<file path="config.mk">
export PLATFORM = sky130hd
export DESIGN_NAME = dwpw_layer_sequencer_flat
export DESIGN_NICKNAME = d
export VERILOG_FILES = /design/src/rtl/dwpw_layer_sequencer_if.sv /design/src/rtl/dwpw_layer_sequencer.sv /design/src/flat_wrapper.sv
export SDC_FILE = /design/constraint.sdc
export NUM_CORES = 1
export LEC_CHECK = 0
export CORE_AREA = 3 3 117 119
export DETAILED_ROUTE_END_ITERATION = 10
export DIE_AREA = 0 0 120 122
export GPL_TIMING_DRIVEN = 1
export PLACE_DENSITY = 0.49
export RECOVER_POWER = 25
export SKIP_LAST_GASP = 1
export SLEW_MARGIN = 5
export SYNTH_ARGS = -nofsm -noshare
export SYNTH_HDL_FRONTEND = slang
export SYNTH_SLANG_ARGS = --single-unit
export TNS_END_PERCENT = 1
</file>
<file path="constraint.sdc">
create_clock -name clk -period 2.3 [get_ports clk]
set_input_delay 0.23 -clock clk [delete_from_list [all_inputs] [get_ports clk]]
set_output_delay 0.23 -clock clk [all_outputs]
set_load 0.02 [all_outputs]
</file>
<file path="src/rtl/dwpw_layer_sequencer_if.sv">
// Handshake, weight-write and pixel-gate bundle between host/DMA, sequencer and accelerator.
// The run_cycles member exists only when SEQ_PERF_CNT_EN is defined.
interface dwpw_layer_sequencer_if #(
  parameter int unsigned DATA_W = 8,
  parameter int unsigned CIN    = 32,
  parameter int unsigned COUT   = 64
);
  localparam int unsigned DW_AW = (CIN * 9 > 1) ? $clog2(CIN * 9) : 1;
  localparam int unsigned PW_AW = (COUT * CIN > 1) ? $clog2(COUT * CIN) : 1;

  logic              start;
  logic              skip_load;
  logic [DATA_W-1:0] s_wt_tdata;
  logic              s_wt_tvalid;
  logic              s_wt_tready;
  logic              dw_kernel_wr_en;
  logic [DW_AW-1:0]  dw_kernel_wr_addr;
  logic [DATA_W-1:0] dw_kernel_wr_data;
  logic              pw_wr_en;
  logic [PW_AW-1:0]  pw_wr_addr;
  logic [DATA_W-1:0] pw_wr_data;
  logic              up_tvalid;
  logic              up_tready;
  logic              acc_tvalid;
  logic              acc_tready;
  logic              mon_tvalid;
  logic              mon_tready;
  logic              busy;
  logic              done;
  logic              o_intr;
`ifdef SEQ_PERF_CNT_EN
  logic [31:0]       run_cycles;
`endif

  modport master (
`ifdef SEQ_PERF_CNT_EN
    input  run_cycles,
`endif
    output start, skip_load, s_wt_tdata, s_wt_tvalid, up_tvalid, acc_tready,
           mon_tvalid, mon_tready,
    input  s_wt_tready, dw_kernel_wr_en, dw_kernel_wr_addr, dw_kernel_wr_data,
           pw_wr_en, pw_wr_addr, pw_wr_data, up_tready, acc_tvalid, busy, done, o_intr
  );

  modport slave (
`ifdef SEQ_PERF_CNT_EN
    output run_cycles,
`endif
    input  start, skip_load, s_wt_tdata, s_wt_tvalid, up_tvalid, acc_tready,
           mon_tvalid, mon_tready,
    output s_wt_tready, dw_kernel_wr_en, dw_kernel_wr_addr, dw_kernel_wr_data,
           pw_wr_en, pw_wr_addr, pw_wr_data, up_tready, acc_tvalid, busy, done, o_intr
  );
endinterface

</file>
<file path="src/rtl/dwpw_layer_sequencer.sv">
// Run controller: streams DW then PW weights into the accelerator, gates one frame of pixels, counts outputs.
// Optional SEQ_PERF_CNT_EN adds a saturating run_cycles counter of cycles spent in RUN.
module dwpw_layer_sequencer #(
  parameter int unsigned DATA_W      = 8,
  parameter int unsigned CIN         = 32,
  parameter int unsigned COUT        = 64,
  parameter int unsigned NUM_IN_PIX  = 50176,
  parameter int unsigned NUM_OUT_PIX = 50176
) (
  input logic                   clk,
  input logic                   reset,
  dwpw_layer_sequencer_if.slave bus
);
  localparam int unsigned DW_N   = CIN * 9;
  localparam int unsigned PW_N   = COUT * CIN;
  localparam int unsigned DW_AW  = (DW_N > 1) ? $clog2(DW_N) : 1;
  localparam int unsigned PW_AW  = (PW_N > 1) ? $clog2(PW_N) : 1;
  localparam int unsigned WT_MAX = (DW_N > PW_N) ? DW_N : PW_N;
  localparam int unsigned WT_W   = $clog2(WT_MAX + 1);
  localparam int unsigned IN_W   = $clog2(NUM_IN_PIX + 1);
  localparam int unsigned OUT_W  = $clog2(NUM_OUT_PIX + 1);

  typedef enum logic [2:0] {IDLE, LOAD_DW, LOAD_PW, RUN, DONE} state_t;

  state_t          state;
  logic [WT_W-1:0] wt_idx;
  logic [IN_W-1:0] in_cnt;
  logic [OUT_W-1:0] out_cnt;
  logic            gate_open;
  logic            wt_fire;
  logic            in_fire;
  logic            out_fire;
  logic            start_ok;

  // Pixel gate closes once the frame's input count is reached; surplus pixels stay upstream.
  assign gate_open       = (state == RUN) && (in_cnt < IN_W'(NUM_IN_PIX));
  assign bus.acc_tvalid  = bus.up_tvalid & gate_open;
  assign bus.up_tready   = bus.acc_tready & gate_open;
  assign bus.s_wt_tready = (state == LOAD_DW) || (state == LOAD_PW);

  assign wt_fire  = bus.s_wt_tvalid & bus.s_wt_tready;
  assign in_fire  = bus.up_tvalid & bus.up_tready;
  assign out_fire = bus.mon_tvalid & bus.mon_tready & (state == RUN);
  assign start_ok = bus.start & ((state == IDLE) || (state == DONE));

  always_ff @(posedge clk) begin
    if (reset) begin
      state                 <= IDLE;
      wt_idx                <= '0;
      in_cnt                <= '0;
      out_cnt               <= '0;
      bus.dw_kernel_wr_en   <= 1'b0;
      bus.dw_kernel_wr_addr <= '0;
      bus.dw_kernel_wr_data <= '0;
      bus.pw_wr_en          <= 1'b0;
      bus.pw_wr_addr        <= '0;
      bus.pw_wr_data        <= '0;
      bus.busy              <= 1'b0;
      bus.done              <= 1'b0;
      bus.o_intr            <= 1'b0;
    end else begin
      bus.dw_kernel_wr_en <= 1'b0;
      bus.pw_wr_en        <= 1'b0;
      bus.done            <= 1'b0;
      if (in_fire) in_cnt <= in_cnt + IN_W'(1);
      case (state)
        IDLE, DONE: begin
          if (start_ok) begin
            state      <= bus.skip_load ? RUN : LOAD_DW;
            bus.busy   <= 1'b1;
            bus.o_intr <= 1'b0;
            wt_idx     <= '0;
            in_cnt     <= '0;
            out_cnt    <= '0;
          end
        end
        LOAD_DW: begin
          if (wt_fire) begin
            bus.dw_kernel_wr_en   <= 1'b1;
            bus.dw_kernel_wr_addr <= DW_AW'(wt_idx);
            bus.dw_kernel_wr_data <= bus.s_wt_tdata;
            if (wt_idx == WT_W'(DW_N - 1)) begin
              state  <= LOAD_PW;
              wt_idx <= '0;
            end else begin
              wt_idx <= wt_idx + WT_W'(1);
            end
          end
        end
        LOAD_PW: begin
          if (wt_fire) begin
            bus.pw_wr_en   <= 1'b1;
            bus.pw_wr_addr <= PW_AW'(wt_idx);
            bus.pw_wr_data <= bus.s_wt_tdata;
            if (wt_idx == WT_W'(PW_N - 1)) begin
              state  <= RUN;
              wt_idx <= '0;
            end else begin
              wt_idx <= wt_idx + WT_W'(1);
            end
          end
        end
        RUN: begin
          if (out_fire) begin
            out_cnt <= out_cnt + OUT_W'(1);
            if (out_cnt == OUT_W'(NUM_OUT_PIX - 1)) begin
              state      <= DONE;
              bus.busy   <= 1'b0;
              bus.done   <= 1'b1;
              bus.o_intr <= 1'b1;
            end
          end
        end
        default: state <= IDLE;
      endcase
    end
  end

`ifdef SEQ_PERF_CNT_EN
  // Cycles spent in RUN; holds through DONE until the next start.
  always_ff @(posedge clk) begin
    if (reset || start_ok) begin
      bus.run_cycles <= '0;
    end else if ((state == RUN) && (bus.run_cycles != '1)) begin
      bus.run_cycles <= bus.run_cycles + 32'd1;
    end
  end
`endif
endmodule

</file>
<file path="src/flat_wrapper.sv">
// flat-port wrapper written by rule: the top's interface ports become plain ports
module dwpw_layer_sequencer_flat 
#(
  parameter int unsigned DATA_W      = 8,
  parameter int unsigned CIN         = 32,
  parameter int unsigned COUT        = 64,
  parameter int unsigned NUM_IN_PIX  = 50176,
  parameter int unsigned NUM_OUT_PIX = 50176
)
  (clk, reset, bus_start, bus_skip_load, bus_s_wt_tdata, bus_s_wt_tvalid, bus_up_tvalid, bus_acc_tready, bus_mon_tvalid, bus_mon_tready, bus_s_wt_tready, bus_dw_kernel_wr_en, bus_dw_kernel_wr_addr, bus_dw_kernel_wr_data, bus_pw_wr_en, bus_pw_wr_addr, bus_pw_wr_data, bus_up_tready, bus_acc_tvalid, bus_busy, bus_done, bus_o_intr);
  dwpw_layer_sequencer_if #(.DATA_W(DATA_W), .CIN(CIN), .COUT(COUT)) bus_i ();
  input logic clk;
  input logic reset;
  input wire logic [$bits(bus_i.start)-1:0] bus_start;
  input wire logic [$bits(bus_i.skip_load)-1:0] bus_skip_load;
  input wire logic [$bits(bus_i.s_wt_tdata)-1:0] bus_s_wt_tdata;
  input wire logic [$bits(bus_i.s_wt_tvalid)-1:0] bus_s_wt_tvalid;
  input wire logic [$bits(bus_i.up_tvalid)-1:0] bus_up_tvalid;
  input wire logic [$bits(bus_i.acc_tready)-1:0] bus_acc_tready;
  input wire logic [$bits(bus_i.mon_tvalid)-1:0] bus_mon_tvalid;
  input wire logic [$bits(bus_i.mon_tready)-1:0] bus_mon_tready;
  output wire logic [$bits(bus_i.s_wt_tready)-1:0] bus_s_wt_tready;
  output wire logic [$bits(bus_i.dw_kernel_wr_en)-1:0] bus_dw_kernel_wr_en;
  output wire logic [$bits(bus_i.dw_kernel_wr_addr)-1:0] bus_dw_kernel_wr_addr;
  output wire logic [$bits(bus_i.dw_kernel_wr_data)-1:0] bus_dw_kernel_wr_data;
  output wire logic [$bits(bus_i.pw_wr_en)-1:0] bus_pw_wr_en;
  output wire logic [$bits(bus_i.pw_wr_addr)-1:0] bus_pw_wr_addr;
  output wire logic [$bits(bus_i.pw_wr_data)-1:0] bus_pw_wr_data;
  output wire logic [$bits(bus_i.up_tready)-1:0] bus_up_tready;
  output wire logic [$bits(bus_i.acc_tvalid)-1:0] bus_acc_tvalid;
  output wire logic [$bits(bus_i.busy)-1:0] bus_busy;
  output wire logic [$bits(bus_i.done)-1:0] bus_done;
  output wire logic [$bits(bus_i.o_intr)-1:0] bus_o_intr;
  assign bus_i.start = bus_start;
  assign bus_i.skip_load = bus_skip_load;
  assign bus_i.s_wt_tdata = bus_s_wt_tdata;
  assign bus_i.s_wt_tvalid = bus_s_wt_tvalid;
  assign bus_i.up_tvalid = bus_up_tvalid;
  assign bus_i.acc_tready = bus_acc_tready;
  assign bus_i.mon_tvalid = bus_mon_tvalid;
  assign bus_i.mon_tready = bus_mon_tready;
  assign bus_s_wt_tready = bus_i.s_wt_tready;
  assign bus_dw_kernel_wr_en = bus_i.dw_kernel_wr_en;
  assign bus_dw_kernel_wr_addr = bus_i.dw_kernel_wr_addr;
  assign bus_dw_kernel_wr_data = bus_i.dw_kernel_wr_data;
  assign bus_pw_wr_en = bus_i.pw_wr_en;
  assign bus_pw_wr_addr = bus_i.pw_wr_addr;
  assign bus_pw_wr_data = bus_i.pw_wr_data;
  assign bus_up_tready = bus_i.up_tready;
  assign bus_acc_tvalid = bus_i.acc_tvalid;
  assign bus_busy = bus_i.busy;
  assign bus_done = bus_i.done;
  assign bus_o_intr = bus_i.o_intr;
  dwpw_layer_sequencer #(.DATA_W(DATA_W), .CIN(CIN), .COUT(COUT), .NUM_IN_PIX(NUM_IN_PIX), .NUM_OUT_PIX(NUM_OUT_PIX)) u_core (.clk(clk), .reset(reset), .bus(bus_i));
endmodule
</file>
* Yosys cells after proc, flatten, opt, wreduce, memory -nomap -nowiden *
Index checks and enable logic that the tools add are counted.

word-level totals
  register bits after elaboration = 88
  bits of input ports = 17
  output and inout bits = 44
  logic and storage cells = 89

cells by class
  add/sub/neg operators = 3
  $lt $le $gt $ge = 1
  equal/unequal tests = 14
  multiplexer cells = 31
  bitwise operators = 11
  reductions and logical operators = 16

operators with widths
  kind                                             number
  two-way mux 16 bit                               5
  two-way mux 12 bit                               5
  case mux 12 bit (3 select lines)                 1
  adder 16 x 1 -> 16 bit, second input constant    2
  case mux 16 bit (2 select lines)                 1
  two-way mux 3 bit                                7
  == test 16 bit, second input constant            1
  < comparator 16 bit, second input constant       1
  adder 12 x 1 -> 12 bit, second input constant    1
  == test 12 x 11 -> 1 bit, second input constant  1
  == test 12 x 9 -> 1 bit, second input constant   1
  case mux 3 bit (4 select lines)                  1
  two-way mux 1 bit                                8
  != test 2 x 1 -> 1 bit, second input constant    4
  AND reduction 4 bit                              2
  bitwise AND 1 bit                                7
  AND reduction 7 bit                              1
  == test 3 x 2 -> 1 bit, second input constant    2
  != test 2 bit, second input constant             3
  OR reduction 2 bit                               3
  inverter 1 bit                                   4
  case mux 1 bit (2 select lines)                  2
  AND reduction 2 bit                              2
  == test 3 x 1 -> 1 bit, second input constant    1
  9 further kinds                                  10

* Depth between registers and ports, before layout *
  depth after elaboration = 7
  gate-level depth with buffers = 8
  depth with buffers taken out = 6

* Worst setup path before layout *
Ideal clock, no wire load.

  path kind = register to register
  start point = register u_core.wt_idx[0]
  end point = register u_core.state[1]
  setup time = 74 ps
  data arrival time = 1839 ps
  required time = 2226 ps
  setup slack = 387 ps
  cell stages (with the launch flop) = 7
  buffers on the path = 0
  clock period less this slack = 1913 ps
  cells stage by stage = dfxtp_1 ha_1 nand4_1 nor4_1 o21ai_2 or3_1 a31oi_1

on the way
  longest elaborated chain between the ends = 3
  elaborated cells between the ends (all ways) = 5
  those cells by class = 4 x eq/ne; 1 x reduce/logical

RTL lines
  item                                                                 RTL line                                                source
  start: declaration                                                   dwpw_layer_sequencer.sv:26                              logic [WT_W-1:0] wt_idx;
  start signal: assignment                                             dwpw_layer_sequencer.sv:86                              wt_idx <= wt_idx + WT_W'(1);
  start signal: assignment                                             dwpw_layer_sequencer.sv:99                              wt_idx <= wt_idx + WT_W'(1);
  == test 12 x 9 -> 1 bit or == test 12 x 11 -> 1 bit (tied branches)  dwpw_layer_sequencer.sv:82, dwpw_layer_sequencer.sv:95
  != test 2 bit (no source line)                                       n/a
  AND reduction 7 bit (no source line) *                               n/a
  end signal: assignment                                               dwpw_layer_sequencer.sv:69                              state <= bus.skip_load ? RUN : LOAD_DW;
  end: declaration                                                     dwpw_layer_sequencer.sv:25                              state_t state;

Mark *: on every way between the ends. The rest lies on a longest branch, timed or not.
A chain may end at the register's enable or synchronous reset.

* Worst setup path in the final report *
  start point = register u_core.in_cnt[12]
  end point = output port bus_up_tready

on the way
  longest elaborated chain between the ends = 3

RTL lines
  item                      RTL line                    source
  start: declaration        dwpw_layer_sequencer.sv:27  logic [IN_W-1:0] in_cnt;
  start signal: assignment  dwpw_layer_sequencer.sv:65  if (in_fire) in_cnt <= in_cnt + IN_W'(1);
  < comparator 16 bit       dwpw_layer_sequencer.sv:36  assign gate_open = (state == RUN) && (in_cnt < IN_W'(NUM_IN_PIX));
  logical AND 1 bit         dwpw_layer_sequencer.sv:36
  bitwise AND 1 bit         dwpw_layer_sequencer.sv:38  assign bus.up_tready = bus.acc_tready & gate_open;
  end: declaration          flat_wrapper.sv:29          output wire logic [$bits(bus_i.up_tready)-1:0] bus_up_tready;

Every way passes these cells.

==> results.md <==
* Final GP Congestion at 0.786
* Dpl hpwl at 6550 microns
* Final setup margin at 53.8 ps
* Die height at 122 microns
* Final setup fails at 0
* Largest net degree at the start of global routing at 34
* Share of layout cells above drive strength 1 at 8.58%
* DRC at 0
* Crit path cell chain: nor4_1, buf_4, o21ai_0, nor2_1, clkdlybuf4s50_1
* Placed Cells at 692
* Gate Count Post-Synth at 466
* Reg2Reg Depth at 6
* WHS Endpoint: u_core.bus.dw_kernel_wr_addr[2]$_SDFFE_PP0P_
* Post-Route Skew at 8.10 ps
* CTS buffer count at 9
* FF-to-FF Start: u_core.wt_idx[1]$_SDFFE_PP0P_
* CTS sink count at 88
* GRT overflow at 0
* Nets at 551
* Worst setup EP type: output pin
* Post-route clock period utilization at 97.7%
* Reg2Reg Setup Slack at 150 ps
* CP delay by family, top: buffers and inverters
* Pre-Repair DR Iteration Count at 4
* Slew @ Worst Pin at 529 ps
* Total Power at 3.84 mW
* Setup Fix Bufs, Post-CTS at 0
* Later-pin clock latency in the skew report at 350 ps
* Iter 0 DRT Violations at 173
* Hold Crit Class: primary input to flop
* Status: finished, final reports clean
* GRT Total Usage at 13.3%
* Critical Path RT at 2070 ps
* Ys async rst share at 0%
* Most frequent cells in the layout: nand2_1, dfxtp_1, a21oi_1
* Root buf cell: clkbuf_16
* Die ar. at 14600 sq um
* RSZ-0062 raised after global routing: true
* WP buf/inv at 2
* Max_cap viols at 0
* Critical path type: flop to output pin
* Reg2reg end: u_core.state[1]$_SDFFE_PP0P_
* Reg clk slew, reported paths at 70 ps
* Initial Utilization at 29.7%
* Chip Width at 120 microns
* Buffers on Ports at 60
* Post-synth EDFFs at 0
* Ys flop type: dfxtp_1
* Area growth, synth to finish at 29.9%
* Post-DR vias/cell at 4.72
* Syn Nets at 486
* Setup TNS at 0 ps
* Hold Violations, Final at 0
* First-pass GRT wire length at 15300 microns
* Seq cells post-synth at 88
* Crit. path cell count at 5
* Critical Path Start Type: flop
* Core Box Area at 12700 sq um
* Cell variety after synth at 45
* Hold path start: reset
* Power Density at 784 nW/um^2
* Seq/Total Area, Yosys at 46.7%
* Top Ports at 61
* Most common cell after layout, fill and taps aside: nand2_1
* Maximum VDD drop at 288 uV
* Hold path depth at 2
* Final instance area at 4900 sq um
* CTS max path bufs at 2
* Initial antenna violation count at 1
* Worst slack at placement at 169 ps
* Via Count at 3344
* Crit path arrival time at 2020 ps
* CTS tree: yes
* CTS H-tree lvls at 3
* Maximum clock rate at 445 MHz
* Vias in the first global route at 3002
* Mapped Area at 3770 sq um
* Static leakage at 1.65 nW
* Non-filler cells, final at 708
* DRT antenna net count at 0
* Critical Path Max Stage Delay at 610 ps
* WL final at 9460 microns
* Slowest cell on the critical path: clkdlybuf4s50_1
* Pins Over Slew Limit at 0
* Max FO, Critical Path at 4
* Avg Inst Size Synth at 8.09 sq um
* Syn. warnings at 0
* Placed cell area at 4610 sq um
* Crit path time final at 2250 ps
* Diode count at 0
* Drt wl/cell at 13.4 microns
* FP Rows at 41
* Relative slew margins at 64.7%
==> report_power, final <==
group / leakage (nW) / internal (mW) / switching, mW
logic: 0.804 / 0.304 / 0.491
registers: 0.711 / 1.59 / 0.0606
clock network: 0.138 / 0.743 / 0.649
==> timing repair <==
action / 4_1_cts / 5_1_grt
endpoints found under the hold margin: 0 / 0
setup endpoints to repair: 3 / 3
resized for setup: 2 / 1
hold buffers: 0 / 0
==> worst max-delay path by stage <==
| stage | slack, ps | endpoint | startpoint |
|---|---|---|---|
| final | 50 | bus_up_tready | u_core.in_cnt[12]$_SDFF_PP0_ |
| after global routing | -70 | bus_up_tready | u_core.in_cnt[12]$_SDFF_PP0_ |
| after CTS | -1 | bus_acc_tvalid | u_core.in_cnt[12]$_SDFF_PP0_ |
| after detailed placement | 170 | u_core.out_cnt[15]$_SDFFE_PP0P_ | bus_start |
| after global placement | 260 | u_core.state[1]$_SDFFE_PP0P_ | u_core.wt_idx[1]$_SDFFE_PP0P_ |
| after floorplan | 390 | u_core.state[1]$_SDFFE_PP0P_ | u_core.wt_idx[0]$_SDFFE_PP0P_ |
==> sequential cells by signal, summed over array words and instances, names as in the netlist <==
signal	cells
u_core.bus.dw_kernel_wr_en	1
u_core.bus.busy	1
u_core.bus.pw_wr_addr	11
u_core.state	3
u_core.out_cnt	16
u_core.bus.pw_wr_data	8
u_core.bus.done	1
u_core.bus.dw_kernel_wr_data	8
u_core.in_cnt	16
u_core.bus.dw_kernel_wr_addr	9
u_core.wt_idx	12
u_core.bus.pw_wr_en	1
u_core.bus.o_intr	1
==> metrics by stage <==
stage	util, %	hold WS, ps
floorplan	-	366
global placement	36.4	439
detailed placement	36.4	446
CTS	38.6	298
global route	38.6	310
finish	38.6	300
==> per-layer routing <==
metal  track usage, %  up-vias  routed length, microns
li1                 -     1722                       -
met1             18.0     1538                    4660
met2             19.7       66                    4150
met3             4.13       16                     468
met4             5.08        2                     171
met5                0        -                       7
==> cell type report <==
| class | instances | area, sq um |
|---|---|---|
| Fill cell | 1365 | 7770 |
| Multi-Input combinational cell | 342 | 1860 |
| Sequential cell | 88 | 1760 |
| Timing Repair Buffer | 79 | 738 |
| Clock buffer | 9 | 225 |
| Tap cell | 172 | 215 |
| Clock inverter | 7 | 55.1 |
| Inverter | 11 | 41.3 |
==> synth_stat cells (2+ instances only) <==
master | number | area, sq um
nor3_1 | 11 | 55.1
clkbuf_1 | 16 | 60.1
nand3b_1 | 2 | 15.0
nand2_1 | 95 | 357
a21oi_1 | 49 | 245
nor2_1 | 48 | 180
inv_1 | 11 | 41.3
and4_1 | 4 | 35.0
and3_1 | 3 | 18.8
buf_2 | 7 | 35.0
o21ai_0 | 15 | 75.1
and2_1 | 3 | 18.8
ha_1 | 3 | 37.5
nand3_1 | 15 | 75.1
nor4_1 | 8 | 50.1
nand4_1 | 13 | 81.3
xnor2_1 | 19 | 166
or3_1 | 10 | 62.6
dfxtp_1 | 88 | 1760
nor2b_1 | 3 | 18.8
xor2_1 | 12 | 105
a31oi_1 | 5 | 31.3
nor3b_1 | 4 | 30.0
==> cell families after synthesis <==
logic type	after synthesis	synth area share, %
AND/OR/NAND/NOR	229	28.8
XOR/XNOR	31	7.20
AO/OA/AOI/OAI	78	12.0
buffers and inverters	36	3.95
flip-flops	88	46.7
multiplexers	1	0.266
adder cells (fa/ha/maj)	3	0.996
(Power assumes the default switching activity.)
